## src/rtl/ctrl_pkg.sv

```systemverilog
`default_nettype none
// ============================================================================
// Module   : ctrl_pkg
// Brief    : Shared constants for the RV32I multi-cycle control unit: opcode
//            values, FSM state encoding, datapath select encodings and ALU
//            operation codes.
// Revision : 1.0 - initial release
// ============================================================================
package ctrl_pkg;

  // RV32I major opcodes (instr[6:0])
  localparam logic [6:0] OP_R      = 7'b0110011;
  localparam logic [6:0] OP_I      = 7'b0010011;
  localparam logic [6:0] OP_LOAD   = 7'b0000011;
  localparam logic [6:0] OP_STORE  = 7'b0100011;
  localparam logic [6:0] OP_BRANCH = 7'b1100011;
  localparam logic [6:0] OP_JAL    = 7'b1101111;
  localparam logic [6:0] OP_JALR   = 7'b1100111;
  localparam logic [6:0] OP_LUI    = 7'b0110111;
  localparam logic [6:0] OP_AUIPC  = 7'b0010111;
  localparam logic [6:0] OP_FENCE  = 7'b0001111;
  localparam logic [6:0] OP_SYSTEM = 7'b1110011;

  // FSM states; the encoding is visible on state_o for debug
  typedef enum logic [3:0] {
    S_IDLE     = 4'd0,
    S_FETCH    = 4'd1,
    S_DECODE   = 4'd2,
    S_EXEC_R   = 4'd3,
    S_EXEC_I   = 4'd4,
    S_MEM_ADDR = 4'd5,
    S_MEM_RD   = 4'd6,
    S_MEM_WR   = 4'd7,
    S_WB_ALU   = 4'd8,
    S_WB_MEM   = 4'd9,
    S_BRANCH   = 4'd10,
    S_JAL      = 4'd11,
    S_JALR     = 4'd12,
    S_LUI      = 4'd13,
    S_AUIPC    = 4'd14,
    S_TRAP     = 4'd15
  } state_t;

  // ALU operand A select
  localparam logic [1:0] ALU_SRC_A_PC     = 2'd0;
  localparam logic [1:0] ALU_SRC_A_RS1    = 2'd1;
  localparam logic [1:0] ALU_SRC_A_ZERO   = 2'd2;
  localparam logic [1:0] ALU_SRC_A_OLD_PC = 2'd3;

  // ALU operand B select
  localparam logic [1:0] ALU_SRC_B_RS2    = 2'd0;
  localparam logic [1:0] ALU_SRC_B_FOUR   = 2'd1;
  localparam logic [1:0] ALU_SRC_B_IMM    = 2'd2;

  // PC source select
  localparam logic [1:0] PC_SRC_ALU       = 2'd0;
  localparam logic [1:0] PC_SRC_ALU_OUT   = 2'd1;
  localparam logic [1:0] PC_SRC_ALU_LSB0  = 2'd2;

  // Register-file write-data select
  localparam logic [1:0] MEM_TO_REG_ALU   = 2'd0;
  localparam logic [1:0] MEM_TO_REG_MEM   = 2'd1;
  localparam logic [1:0] MEM_TO_REG_PC    = 2'd2;

  // ALU operation requests towards the ALU-control block
  localparam logic [1:0] ALUOP_ADD        = 2'd0;
  localparam logic [1:0] ALUOP_SUB        = 2'd1;
  localparam logic [1:0] ALUOP_FUNCT      = 2'd2;

  // Wait counter width; covers the full 1..255 timeout range
  localparam int WAIT_CNT_W = 8;

  // True for the opcodes that exist only when jump support is built in
  function automatic logic is_jump_class(input logic [6:0] op);
    return (op == OP_JAL) || (op == OP_JALR) || (op == OP_LUI) || (op == OP_AUIPC);
  endfunction

endpackage
`default_nettype wire

```

## src/rtl/mem_wait_timer.sv

```systemverilog
`default_nettype none
// ============================================================================
// Module   : mem_wait_timer
// Brief    : Counts memory wait-state cycles of the current request and flags
//            a timeout when the limit is reached with mem_ready still low.
// Revision : 1.0 - initial release
// ============================================================================
module mem_wait_timer
  import ctrl_pkg::*;
#(
  parameter int MEM_TIMEOUT = 0
) (
  input  logic clk,
  input  logic rst_n,
  input  logic clear,
  input  logic mem_req,
  input  logic mem_ready,
  output logic timeout
);

  logic [WAIT_CNT_W-1:0] wait_cnt;

  // Wait counter: cleared on every state change, counts stalled request
  // cycles and saturates so a disabled timeout never wraps
  always_ff @(posedge clk or negedge rst_n) begin
    if (!rst_n) begin
      wait_cnt <= '0;
    end else if (clear) begin
      wait_cnt <= '0;
    end else if (mem_req && !mem_ready && (wait_cnt != '1)) begin
      wait_cnt <= wait_cnt + 8'd1;
    end
  end

  // The timeout fires in the stalled cycle whose increment would make the
  // count equal the limit; a mem_ready in that same cycle wins.
  if (MEM_TIMEOUT > 0) begin : g_timeout_on
    localparam logic [WAIT_CNT_W-1:0] LIMIT = WAIT_CNT_W'(MEM_TIMEOUT - 1);
    assign timeout = mem_req && !mem_ready && (wait_cnt == LIMIT);
  end else begin : g_timeout_off
    assign timeout = 1'b0;
  end

endmodule
`default_nettype wire

```

## src/rtl/multicycle_control_unit.sv

```systemverilog
`default_nettype none
// ============================================================================
// Module   : multicycle_control_unit
// Brief    : RV32I multi-cycle main control FSM. Sequences fetch, decode,
//            execute, memory and writeback, drives datapath selects and a
//            req/ready memory handshake, traps illegal opcodes and memory
//            timeouts.
// Revision : 1.0 - initial release
// ============================================================================
module multicycle_control_unit
  import ctrl_pkg::*;
#(
  parameter int ALUOP_W     = 2,
  parameter int ENABLE_JUMP = 1,
  parameter int MEM_TIMEOUT = 0
) (
  input  logic               clk,
  input  logic               rst_n,
  input  logic [6:0]         opcode,
  input  logic               mem_ready,
  output logic               mem_req,
  output logic               mem_we,
  output logic               i_or_d,
  output logic               ir_write,
  output logic               pc_write,
  output logic               pc_write_cond,
  output logic [1:0]         pc_src,
  output logic [1:0]         alu_src_a,
  output logic [1:0]         alu_src_b,
  output logic [ALUOP_W-1:0] alu_op,
  output logic               reg_write,
  output logic [1:0]         mem_to_reg,
  output logic               instr_done,
  output logic               illegal_instr,
  output logic               mem_fault,
  output logic [3:0]         state_o
);

  localparam bit JUMP_EN = (ENABLE_JUMP != 0);

  state_t     state;
  state_t     state_next;
  logic [1:0] alu_op_sel;
  logic       mem_active;
  logic       wait_clear;
  logic       timeout;

  // Request-issuing states, decoded straight from the state register so the
  // timer path does not pass through the main decode block
  assign mem_active = (state == S_FETCH) || (state == S_MEM_RD) || (state == S_MEM_WR);
  assign wait_clear = (state_next != state);

  mem_wait_timer #(
    .MEM_TIMEOUT (MEM_TIMEOUT)
  ) u_mem_wait_timer (
    .clk       (clk),
    .rst_n     (rst_n),
    .clear     (wait_clear),
    .mem_req   (mem_active),
    .mem_ready (mem_ready),
    .timeout   (timeout)
  );

  // State register
  always_ff @(posedge clk or negedge rst_n) begin
    if (!rst_n) begin
      state <= S_IDLE;
    end else begin
      state <= state_next;
    end
  end

  // Sticky fault flags; only reset clears them
  always_ff @(posedge clk or negedge rst_n) begin
    if (!rst_n) begin
      illegal_instr <= 1'b0;
      mem_fault     <= 1'b0;
    end else begin
      if ((state == S_DECODE) && (state_next == S_TRAP)) begin
        illegal_instr <= 1'b1;
      end
      if (timeout) begin
        mem_fault <= 1'b1;
      end
    end
  end

  // Next-state and output decode; everything defaults to idle values
  always_comb begin
    state_next    = state;
    mem_req       = 1'b0;
    mem_we        = 1'b0;
    i_or_d        = 1'b0;
    ir_write      = 1'b0;
    pc_write      = 1'b0;
    pc_write_cond = 1'b0;
    pc_src        = PC_SRC_ALU;
    alu_src_a     = ALU_SRC_A_PC;
    alu_src_b     = ALU_SRC_B_RS2;
    alu_op_sel    = ALUOP_ADD;
    reg_write     = 1'b0;
    mem_to_reg    = MEM_TO_REG_ALU;
    instr_done    = 1'b0;

    case (state)
      S_IDLE: begin
        state_next = S_FETCH;
      end

      S_FETCH: begin
        mem_req   = 1'b1;
        i_or_d    = 1'b0;
        alu_src_a = ALU_SRC_A_PC;
        alu_src_b = ALU_SRC_B_FOUR;
        if (mem_ready) begin
          ir_write   = 1'b1;
          pc_write   = 1'b1;
          pc_src     = PC_SRC_ALU;
          state_next = S_DECODE;
        end else if (timeout) begin
          state_next = S_TRAP;
        end
      end

      S_DECODE: begin
        // old_pc + imm lands in alu_out as the branch/JAL target
        alu_src_a = ALU_SRC_A_OLD_PC;
        alu_src_b = ALU_SRC_B_IMM;
        if (is_jump_class(opcode) && !JUMP_EN) begin
          state_next = S_TRAP;
        end else begin
          case (opcode)
            OP_R:                 state_next = S_EXEC_R;
            OP_I:                 state_next = S_EXEC_I;
            OP_LOAD, OP_STORE:    state_next = S_MEM_ADDR;
            OP_BRANCH:            state_next = S_BRANCH;
            OP_JAL:               state_next = S_JAL;
            OP_JALR:              state_next = S_JALR;
            OP_LUI:               state_next = S_LUI;
            OP_AUIPC:             state_next = S_AUIPC;
            OP_FENCE, OP_SYSTEM: begin
              instr_done = 1'b1;
              state_next = S_FETCH;
            end
            default:              state_next = S_TRAP;
          endcase
        end
      end

      S_EXEC_R: begin
        alu_src_a  = ALU_SRC_A_RS1;
        alu_src_b  = ALU_SRC_B_RS2;
        alu_op_sel = ALUOP_FUNCT;
        state_next = S_WB_ALU;
      end

      S_EXEC_I: begin
        alu_src_a  = ALU_SRC_A_RS1;
        alu_src_b  = ALU_SRC_B_IMM;
        alu_op_sel = ALUOP_FUNCT;
        state_next = S_WB_ALU;
      end

      S_LUI: begin
        alu_src_a  = ALU_SRC_A_ZERO;
        alu_src_b  = ALU_SRC_B_IMM;
        state_next = S_WB_ALU;
      end

      S_AUIPC: begin
        alu_src_a  = ALU_SRC_A_OLD_PC;
        alu_src_b  = ALU_SRC_B_IMM;
        state_next = S_WB_ALU;
      end

      S_MEM_ADDR: begin
        alu_src_a  = ALU_SRC_A_RS1;
        alu_src_b  = ALU_SRC_B_IMM;
        state_next = (opcode == OP_STORE) ? S_MEM_WR : S_MEM_RD;
      end

      S_MEM_RD: begin
        mem_req = 1'b1;
        i_or_d  = 1'b1;
        if (mem_ready) begin
          state_next = S_WB_MEM;
        end else if (timeout) begin
          state_next = S_TRAP;
        end
      end

      S_MEM_WR: begin
        mem_req = 1'b1;
        mem_we  = 1'b1;
        i_or_d  = 1'b1;
        if (mem_ready) begin
          instr_done = 1'b1;
          state_next = S_FETCH;
        end else if (timeout) begin
          state_next = S_TRAP;
        end
      end

      S_WB_ALU: begin
        reg_write  = 1'b1;
        mem_to_reg = MEM_TO_REG_ALU;
        instr_done = 1'b1;
        state_next = S_FETCH;
      end

      S_WB_MEM: begin
        reg_write  = 1'b1;
        mem_to_reg = MEM_TO_REG_MEM;
        instr_done = 1'b1;
        state_next = S_FETCH;
      end

      S_BRANCH: begin
        alu_src_a     = ALU_SRC_A_RS1;
        alu_src_b     = ALU_SRC_B_RS2;
        alu_op_sel    = ALUOP_SUB;
        pc_write_cond = 1'b1;
        pc_src        = PC_SRC_ALU_OUT;
        instr_done    = 1'b1;
        state_next    = S_FETCH;
      end

      S_JAL: begin
        // Register file captures the not-yet-updated PC (already PC+4)
        reg_write  = 1'b1;
        mem_to_reg = MEM_TO_REG_PC;
        pc_write   = 1'b1;
        pc_src     = PC_SRC_ALU_OUT;
        instr_done = 1'b1;
        state_next = S_FETCH;
      end

      S_JALR: begin
        alu_src_a  = ALU_SRC_A_RS1;
        alu_src_b  = ALU_SRC_B_IMM;
        reg_write  = 1'b1;
        mem_to_reg = MEM_TO_REG_PC;
        pc_write   = 1'b1;
        pc_src     = PC_SRC_ALU_LSB0;
        instr_done = 1'b1;
        state_next = S_FETCH;
      end

      S_TRAP: begin
        state_next = S_TRAP;
      end

      default: begin
        state_next = S_TRAP;
      end
    endcase
  end

  assign alu_op  = ALUOP_W'(alu_op_sel);
  assign state_o = state;

endmodule
`default_nettype wire

```

## config.mk

```make
export PLATFORM = sky130hd
export DESIGN_NAME = multicycle_control_unit
export DESIGN_NICKNAME = d
export VERILOG_FILES = /design/src/rtl/ctrl_pkg.sv /design/src/rtl/mem_wait_timer.sv /design/src/rtl/multicycle_control_unit.sv
export SDC_FILE = /design/constraint.sdc
export NUM_CORES = 1
export LEC_CHECK = 0
export ABC_CLOCK_PERIOD_IN_PS = 3200
export CORE_MARGIN = 2
export CORE_UTILIZATION = 27
export CTS_CLUSTER_SIZE = 12
export DETAILED_ROUTE_END_ITERATION = 8
export SLEW_MARGIN = 40
export SYNTH_ARGS = -nofsm -noshare
export SYNTH_HDL_FRONTEND = slang
export SYNTH_SLANG_ARGS = --single-unit
```

## constraint.sdc

```tcl
create_clock -name clk -period 3.2 [get_ports clk]
set_clock_uncertainty 0.05 [all_clocks]
set_input_delay 0.64 -clock clk [delete_from_list [all_inputs] [get_ports clk]]
set_output_delay 0.64 -clock clk [all_outputs]
set_load 0.005 [all_outputs]
```

==> reports/results.txt, run 1 <==
Bufs on Longest Clock Path = 2
Post-synth EDFFs = 0
post-route total power = 0.774 mW
WL per Instance = 12.0 µm
power per cell area = 646 mW/mm²
core area = 0.00269 mm²
sequential area share after synthesis = 16.8%
max-cap viol count = 0
Hold Slack = 0.416 ns
row count = 19
clock sink total = 5
area delta synth->final = 60.6%
Yosys top cell area share = 16.8%
ys async rst share = 100%
CTS tree = built
Avg Cell Area, Syn = 6.72 µm²
Synth Flop Type = dfrtp_1
GRT Util Overall = 14.0%
CP Capture Type = output port
DRC = 0
vias in the first global route = 861
Cells after Synth = 111
R2R depth = 5
chip height = 56.6 µm
Final min period = 2.88 ns
RD Place Congestion = 0.828
most common cell in the synthesized netlist = nand2_1
relative slew slack = 65.8%
Root Buffer = clkbuf_4
flops & latches, synth = 5
first-pass detailed-route iteration total = 4
largest net degree at the start of global routing = 20
Arrival @ worst endpoint = 2.19 ns
Setup Buffers After CTS = 0
synthesis warning total = 0
post-synth cell types = 37
PortBufs = 32
antenna diode count = 0
startpoint types = register
layout cell share with drive strength beyond 1 = 18.4%
Nets = 158
initial antenna violation count = 0
Hold Path Class = register to register
synthesized area = 746 µm²
Via Count = 906
grt ovf = 0
Die X = 56.6 µm
most common library cells after synthesis = 13 x nand2_1, 11 x nor2_1, 9 x o21ai_0
I/O Pins = 34
WL final = 2130 µm
Antenna Nets Post-Route = 0
Final Hold Viols = 0
clk_lat worst skew = 0.24 ns
Crit Path Max Fanout = 19
largest cells by area after synthesis = dfrtp_1 17%, nand2_1 6.5%, o21ai_0 6.0%
cts bufs inserted = 3
fin crit share = 89.8%
CP Class = register to output port
hold path cells = 1
Slew Viols, Final = 0
Peak VDD IR = 0.000365 V
Syn Nets = 121
DPL Wire Length = 1660 µm
first-pass GRT wire length = 3660 µm
setup violators final = 0
run status = completed
die area = 0.00320 mm²
vias per inst = 5.09
RSZ-0062 raised after global routing = no
DRT iter0 DRCs = 27
Worst EP required = 2.51 ns
hold buffer count at CTS = 0
final core utilization = 44.6%
LEAKAGE = 0.505 nW
Max Fclk = 348 MHz
H-tree depth = 1
post-synth top area cell = dfrtp_1
actual slew at the worst max-slew pin = 0.509 ns
Initial Util = 27.8%
clk slew on worst S/H paths = 0.04 ns
-- timing repair --
action	CTS	global route
gates resized for setup	11	4
pin swaps	2	4
endpoints found under the setup margin	1	1
-- where the power goes --
| part | switching [mW] | internal (mW) | total, mW |
|---|---|---|---|
| logic | 0.227 | 0.313 | 0.540 |
| registers | 0.0729 | 0.0885 | 0.161 |
| clock network | 0.0247 | 0.0471 | 0.0718 |
| total | 0.325 | 0.449 | 0.774 |
-- layout make-up --
class,instances,area [µm²]
clock buffers,4,26.3
fillers,292,1490
inverters,5,18.8
multi-input cells,89,574
flip-flops and latches,5,125
well taps,31,38.8
repair buffers,44,414
-- cell families after synthesis --
family | count (synthesis) | synth area share [%]
simple gates | 56 | 39.4
flops | 5 | 16.8
other cells | 1 | 0.503
buf+inv | 17 | 12.9
compound gates | 30 | 28.0
xor+xnor | 2 | 2.35
-- state kept, by name, summed over array words and instances (netlist names) --
register and flops:
state_o 4, illegal_instr 1
-- cell usage in the layout (no fill, tap or decap), types with 2 or more instances in the layout --
cell | Yosys | final
nand3_2 | 0 | 2
clkdlybuf4s50_1 | 0 | 29
nand3_1 | 4 | 2
and3_1 | 3 | 3
dfrtp_1 | 5 | 5
nor2_1 | 11 | 10
dlygate4sd2_1 | 0 | 2
a21oi_1 | 3 | 3
o21ai_0 | 9 | 8
clkbuf_4 | 0 | 3
inv_1 | 5 | 5
a21o_1 | 3 | 3
a211oi_1 | 2 | 2
nand4_1 | 2 | 2
and2_1 | 3 | 3
nor3_1 | 4 | 4
nor2b_1 | 3 | 2
a31oi_1 | 6 | 6
nand2b_1 | 5 | 5
nand2_1 | 13 | 13
buf_4 | 2 | 11
or2_2 | 2 | 2
-- worst paths after layout --
path	from	end	slack, ns
min in group asynchronous	rst_n	state_o[0]$_DFF_PN0_	0.57
min	illegal_instr$_DFFE_PN0P_	illegal_instr$_DFFE_PN0P_	0.42
min reg2reg	illegal_instr$_DFFE_PN0P_	illegal_instr$_DFFE_PN0P_	0.42
max reg2reg	state_o[1]$_DFF_PN0_	illegal_instr$_DFFE_PN0P_	1.31
max	state_o[1]$_DFF_PN0_	alu_src_a[1]	0.32
max in group asynchronous	rst_n	illegal_instr$_DFFE_PN0P_	2.35
-- per-stage QoR --
step / area (µm²) / setup slack (ns) / instances / TNS (ns)
after floorplan: 746 / 0.846 / 111 / 0
final: 1200 / 0.325 / 178 / 0
after detailed placement: 1120 / -0.178 / 174 / -0.178
after CTS: 1170 / 0.00542 / 178 / 0
after global routing: 1200 / 0.0991 / 178 / 0
after global placement: 1120 / -0.0849 / 174 / -0.0849
-- routing by layer --
metal | global-route usage [%] | wire, µm | up-vias
li1 | - | - | 463
met2 | 25.2 | 1060 | 31
met4 | 3.40 | 0 | 0
met3 | 3.69 | 142 | 0
met1 | 16.2 | 931 | 412
met5 | 0 | 0 | -
-- critical path: stages, from the launching register on --
cell             delay [ns]
dfrtp_1                0.65
nand2b_1               0.18
nor3_1                 0.43
or2_2                  0.20
clkdlybuf4s50_1        0.49
Power figures use the tool's default switching activity.
==> run 2, diff against run 1 <==
--- a/config.mk
+++ b/config.mk
@@ -10,6 +10,7 @@
 export CORE_UTILIZATION = 27
 export CTS_CLUSTER_SIZE = 12
 export DETAILED_ROUTE_END_ITERATION = 8
+export MAX_ROUTING_LAYER = met4
 export SLEW_MARGIN = 40
 export SYNTH_ARGS = -nofsm -noshare
 export SYNTH_HDL_FRONTEND = slang
==> run 2 against run 1 <==
Against the previous run:
- core utilization grew 0.37 points
- final cell count grew 0.56%
- flip-flop and latch count is the same
- maximum frequency grew 1.8%
- first-iteration DRC count grew 22%
- clock-buffer cell count is the same
- non-clock buffer count grew 1
- combinational power grew 0.7%
- largest power group unchanged
==> reports/results.txt, run 2 (synthesis results as in run 1) <==
Sw Ratio = 42.4%
Peak VDD IR = 0.000356 V
Hold Path Class = register to register
run status = completed
Via Count = 919
number of flip-flops in the largest register = 4
grt ovf = 0
Bufs on Longest Clock Path = 2
GRT Max-Usage Layer = met2
Initial Util = 27.8%
capture point of the worst path = alu_src_a[1]
RSZ-0062 raised after global routing = no
WL per Instance = 12.3 µm
switching power = 0.331 mW
post-route cell area = 0.00121 mm²
hold buffer count at CTS = 0
met3 GRT Util = 2.76%
RD Place Congestion = 0.822
met2 Usage GRT = 24.1%
Worst EP required = 2.51 ns
critical-path cell list = nand2b_1 -> nor3_1 -> or2_2 -> clkdlybuf4s50_1
die area = 0.00320 mm²
antenna diode count = 0
startpoint types = register
I/O Pins = 34
GRT Util Overall = 14.2%
R2R depth = 5
PortBufs = 32
setup slack, reg-to-reg = 1.34 ns
DP Cell Count = 174
power per cell area = 647 mW/mm²
layout cell share with drive strength beyond 1 = 18.9%
DRT iter0 DRCs = 33
LEAKAGE = 0.526 nW
cell internal pwr = 0.450 mW
core area = 0.00269 mm²
row count = 19
vias per inst = 5.13
first-pass GRT wire length = 3590 µm
Crit Path Max Fanout = 19
vias in the first global route = 791
setup violators final = 0
cts bufs inserted = 3
initial antenna violation count = 0
Max Fclk = 354 MHz
max-cap viol count = 0
worst setup path start = state_o[1]$_DFF_PN0_
H-tree depth = 1
placed inst area = 0.00112 mm²
reg2reg end = illegal_instr$_DFFE_PN0P_
clk slew on worst S/H paths = 0.05 ns
sequential share of power = 20.7%
chip height = 56.6 µm
CP max stage cell = dfrtp_1
Antenna Nets Post-Route = 0
Final min period = 2.82 ns
clock share of power = 9.7%
clock sink total = 5
WL final = 2200 µm
CTS tree = built
fin crit share = 88.3%
commonest non-fill, non-tap cell in the layout = clkdlybuf4s50_1
Nets = 159
Comb pwr share = 69.7%
Root Buffer = clkbuf_4
largest net degree at the start of global routing = 20
CP peak stage delay = 0.63 ns
Non-Filler Instances = 179
Die X = 56.6 µm
final core utilization = 44.9%
first-pass detailed-route iteration total = 4
Slew Viols, Final = 0
DRC = 0
Arrival @ worst endpoint = 2.13 ns
CP Class = register to output port
Final Hold Viols = 0
most frequent cells in the layout = 29 x clkdlybuf4s50_1, 13 x nand2_1, 12 x buf_4
area delta synth->final = 61.9%
clk_lat worst skew = 0.24 ns
met1 Usage GRT = 16.9%
FF-to-FF Start = state_o[1]$_DFF_PN0_
DPL Wire Length = 1690 µm
CP Capture Type = output port
==> run 2: changes by cell type in the layout (fill, tap and decap cells not counted), sizes merged <==
cell	previous run	this run
buf	12	13
dlymetal6s2s	1	3
dlygate4sd2	2	0
==> run 2: worst max-delay path, delay by kind of cell (launching register included) <==
| kind | cells | cell delay (ns) |
|---|---|---|
| buf+inv | 1 | 0.49 |
| simple gates | 3 | 0.77 |
| flops | 1 | 0.63 |
==> run 2: how the worst min path moves through the flow <==
stage                         startpoint                         to  slack [ns]  cells past startpoint
2_1_floorplan                      rst_n  illegal_instr$_DFFE_PN0P_        0.29                      0
3_3_place_gp   illegal_instr$_DFFE_PN0P_  illegal_instr$_DFFE_PN0P_        0.40                      1
3_5_place_dp   illegal_instr$_DFFE_PN0P_  illegal_instr$_DFFE_PN0P_        0.44                      1
4_1_cts        illegal_instr$_DFFE_PN0P_  illegal_instr$_DFFE_PN0P_        0.45                      1
5_1_grt        illegal_instr$_DFFE_PN0P_  illegal_instr$_DFFE_PN0P_        0.45                      1
6_report       illegal_instr$_DFFE_PN0P_  illegal_instr$_DFFE_PN0P_        0.44                      1
==> run 2: power by group through the flow <==
stage / Sequential [mW] / Clock (mW) / Combinational (mW)
6_report: 0.161 / 0.0755 / 0.544
3_5_place_dp: 0.159 / 0 / 0.537
5_1_grt: 0.171 / 0.0818 / 0.594
3_3_place_gp: 0.158 / 0 / 0.533
4_1_cts: 0.159 / 0.0753 / 0.542
2_1_floorplan: 0.116 / 0 / 0.297
==> run 2: layout make-up <==
cell class	instances	area (µm²)
timing repair buffer	45	429
inverter	5	18.8
multi-input combinational	89	569
fill	286	1480
clock buffer	4	26.3
tap	31	38.8
sequential	5	125
==> run 2: repair_timing <==
action | CTS | global route
endpoints found under the setup margin | 1 | 1
setup buffers | 1 | 0
pin swaps | 1 | 5
resized for setup | 5 | 9
==> run 2: metal layers <==
layer,vias to the layer above,routed length (µm)
li1,464,-
met1,422,986
met2,33,1080
met3,0,141
met4,0,0
met5,-,0
==> run 2: stage by stage <==
stage / setup WS, ns / hold WS [ns] / TNS, ns / total power, mW
2_1_floorplan: 0.846 / 0.294 / 0 / 0.413
3_3_place_gp: -0.0822 / 0.397 / -0.0822 / 0.691
3_5_place_dp: -0.107 / 0.437 / -0.107 / 0.696
4_1_cts: 0.0213 / 0.447 / 0 / 0.776
5_1_grt: 0.147 / 0.454 / 0 / 0.847
6_report: 0.375 / 0.436 / 0 / 0.781
==> run 3, diff against run 2 <==
==> constraint.sdc (replaced) <==
create_clock -name clk -period 3.2 [get_ports clk]
set_clock_uncertainty 0.05 [all_clocks]
set_input_delay 0.64 -clock clk [delete_from_list [all_inputs] [get_ports clk]]
set_output_delay 0.64 -clock clk [all_outputs]
set_load 0.05 [all_outputs]
==> run 3 against run 2 <==
Against the previous run:
- global-route usage down 0.69 points
- final area shrank 6.1%
- highest routed layer unchanged
- sequential power is 13% lower
==> reports/results.txt, run 3 (synthesis results as in run 1) <==
Non-Filler Instances = 175
GRT Util Overall = 13.5%
I/O Pins = 34
critical-path cell list = clkdlybuf4s50_1 -> nor3b_1 -> nand3_1 -> a2111oi_0 -> o21ai_0 -> nand2_1 -> buf_12
number of flip-flops in the largest register = 4
post-placement setup slack = 0.175 ns
Hold Path Class = register to register
die area = 0.00320 mm²
setup violators final = 0
LEAKAGE = 0.479 nW
post-route cell area = 0.00113 mm²
Die X = 56.6 µm
max-cap viol count = 0
CP max stage cell = clkdlybuf4s50_1
CP Capture Type = output port
clk_lat worst skew = 0.24 ns
Nets = 155
Setup Buffers After CTS = 0
Max Fclk = 329 MHz
Arrival @ worst endpoint = 2.35 ns
DP Cell Count = 171
Bufs on Longest Clock Path = 2
largest net degree at the start of global routing = 20
WL final = 2110 µm
WL per Instance = 12.0 µm
PortBufs = 32
power per cell area = 1030 mW/mm²
post-layout worst setup margin = 0.165 ns
Hold Slack = 0.418 ns
grt ovf = 0
post-route total power = 1.17 mW
CP peak stage delay = 0.49 ns
fill count = 288
core area = 0.00269 mm²
commonest non-fill, non-tap cell in the layout = clkdlybuf4s50_1
Final min period = 3.04 ns
Antenna Nets Post-Route = 0
area delta synth->final = 52.0%
final core utilization = 42.2%
Worst EP required = 2.51 ns
Crit Path Max Fanout = 3
fin crit share = 94.9%
H-tree depth = 1
CTS tree = built
clk slew on worst S/H paths = 0.04 ns
total negative setup slack = 0 ns
actual slew at the worst max-slew pin = 0.511 ns
layout cell share with drive strength beyond 1 = 16.7%
Slew Viols, Final = 0
DRC = 0
relative slew slack = 66.0%
first-pass GRT wire length = 3460 µm
Final Hold Viols = 0
placed inst area = 0.00111 mm²
Root Buffer = clkbuf_4
first-pass detailed-route iteration total = 4
vias per inst = 5.01
cts bufs inserted = 3
clock sink total = 5
row count = 19
initial antenna violation count = 0
chip height = 56.6 µm
post_cts resized = 0
RD Place Congestion = 0.864
CP Class = input port to output port
Initial Util = 27.8%
antenna diode count = 0
Peak VDD IR = 0.000565 V
startpoint types = input port
DPL Wire Length = 1640 µm
run status = completed
RSZ-0062 raised after global routing = no
Via Count = 877
DRT iter0 DRCs = 24
hold buffer count at CTS = 0
vias in the first global route = 773
most frequent cells in the layout = 28 x clkdlybuf4s50_1, 13 x nand2_1, 12 x buf_4
[run 3: final cells by class]
type | instances | area, µm² | share of cell area, %
Clock buffer | 4 | 26.3 | 2.32
Inverter | 5 | 18.8 | 1.66
Multi-Input combinational cell | 89 | 534 | 47.1
Sequential cell | 5 | 125 | 11.0
Tap cell | 31 | 38.8 | 3.42
Timing Repair Buffer | 41 | 390 | 34.4
[run 3: per-layer routing]
metal	wire length (µm)	global-route usage, %	vias to the layer above
met3	145	1.61	0
met2	991	23.3	33
met1	970	16.3	391
met4	0	4.08	0
met5	0	-	-
li1	-	-	453
[run 3: final timing paths]
check                                             to  cells past startpoint  slack (ns)                 startpoint
max in group asynchronous       state_o[2]$_DFF_PN0_                      1        2.36                      rst_n
max reg2reg                illegal_instr$_DFFE_PN0P_                      5        1.35       state_o[1]$_DFF_PN0_
min                        illegal_instr$_DFFE_PN0P_                      1        0.42  illegal_instr$_DFFE_PN0P_
min in group asynchronous       state_o[3]$_DFF_PN0_                      1        0.56                      rst_n
min reg2reg                illegal_instr$_DFFE_PN0P_                      1        0.42  illegal_instr$_DFFE_PN0P_
max                                       instr_done                      7        0.16                  opcode[5]
[run 3: report_power, final]
part | switching, mW | internal (mW)
Combinational | 0.628 | 0.331
Clock | 0.0266 | 0.0472
Sequential | 0.0513 | 0.0888
Total | 0.706 | 0.467
[run 3: worst max-delay path, delay by kind of cell]
family | cells | cell delay [ns]
buffers and inverters | 2 | 0.63
and+or+nand+nor | 3 | 0.56
AOI/OAI and AO/OA | 2 | 0.51
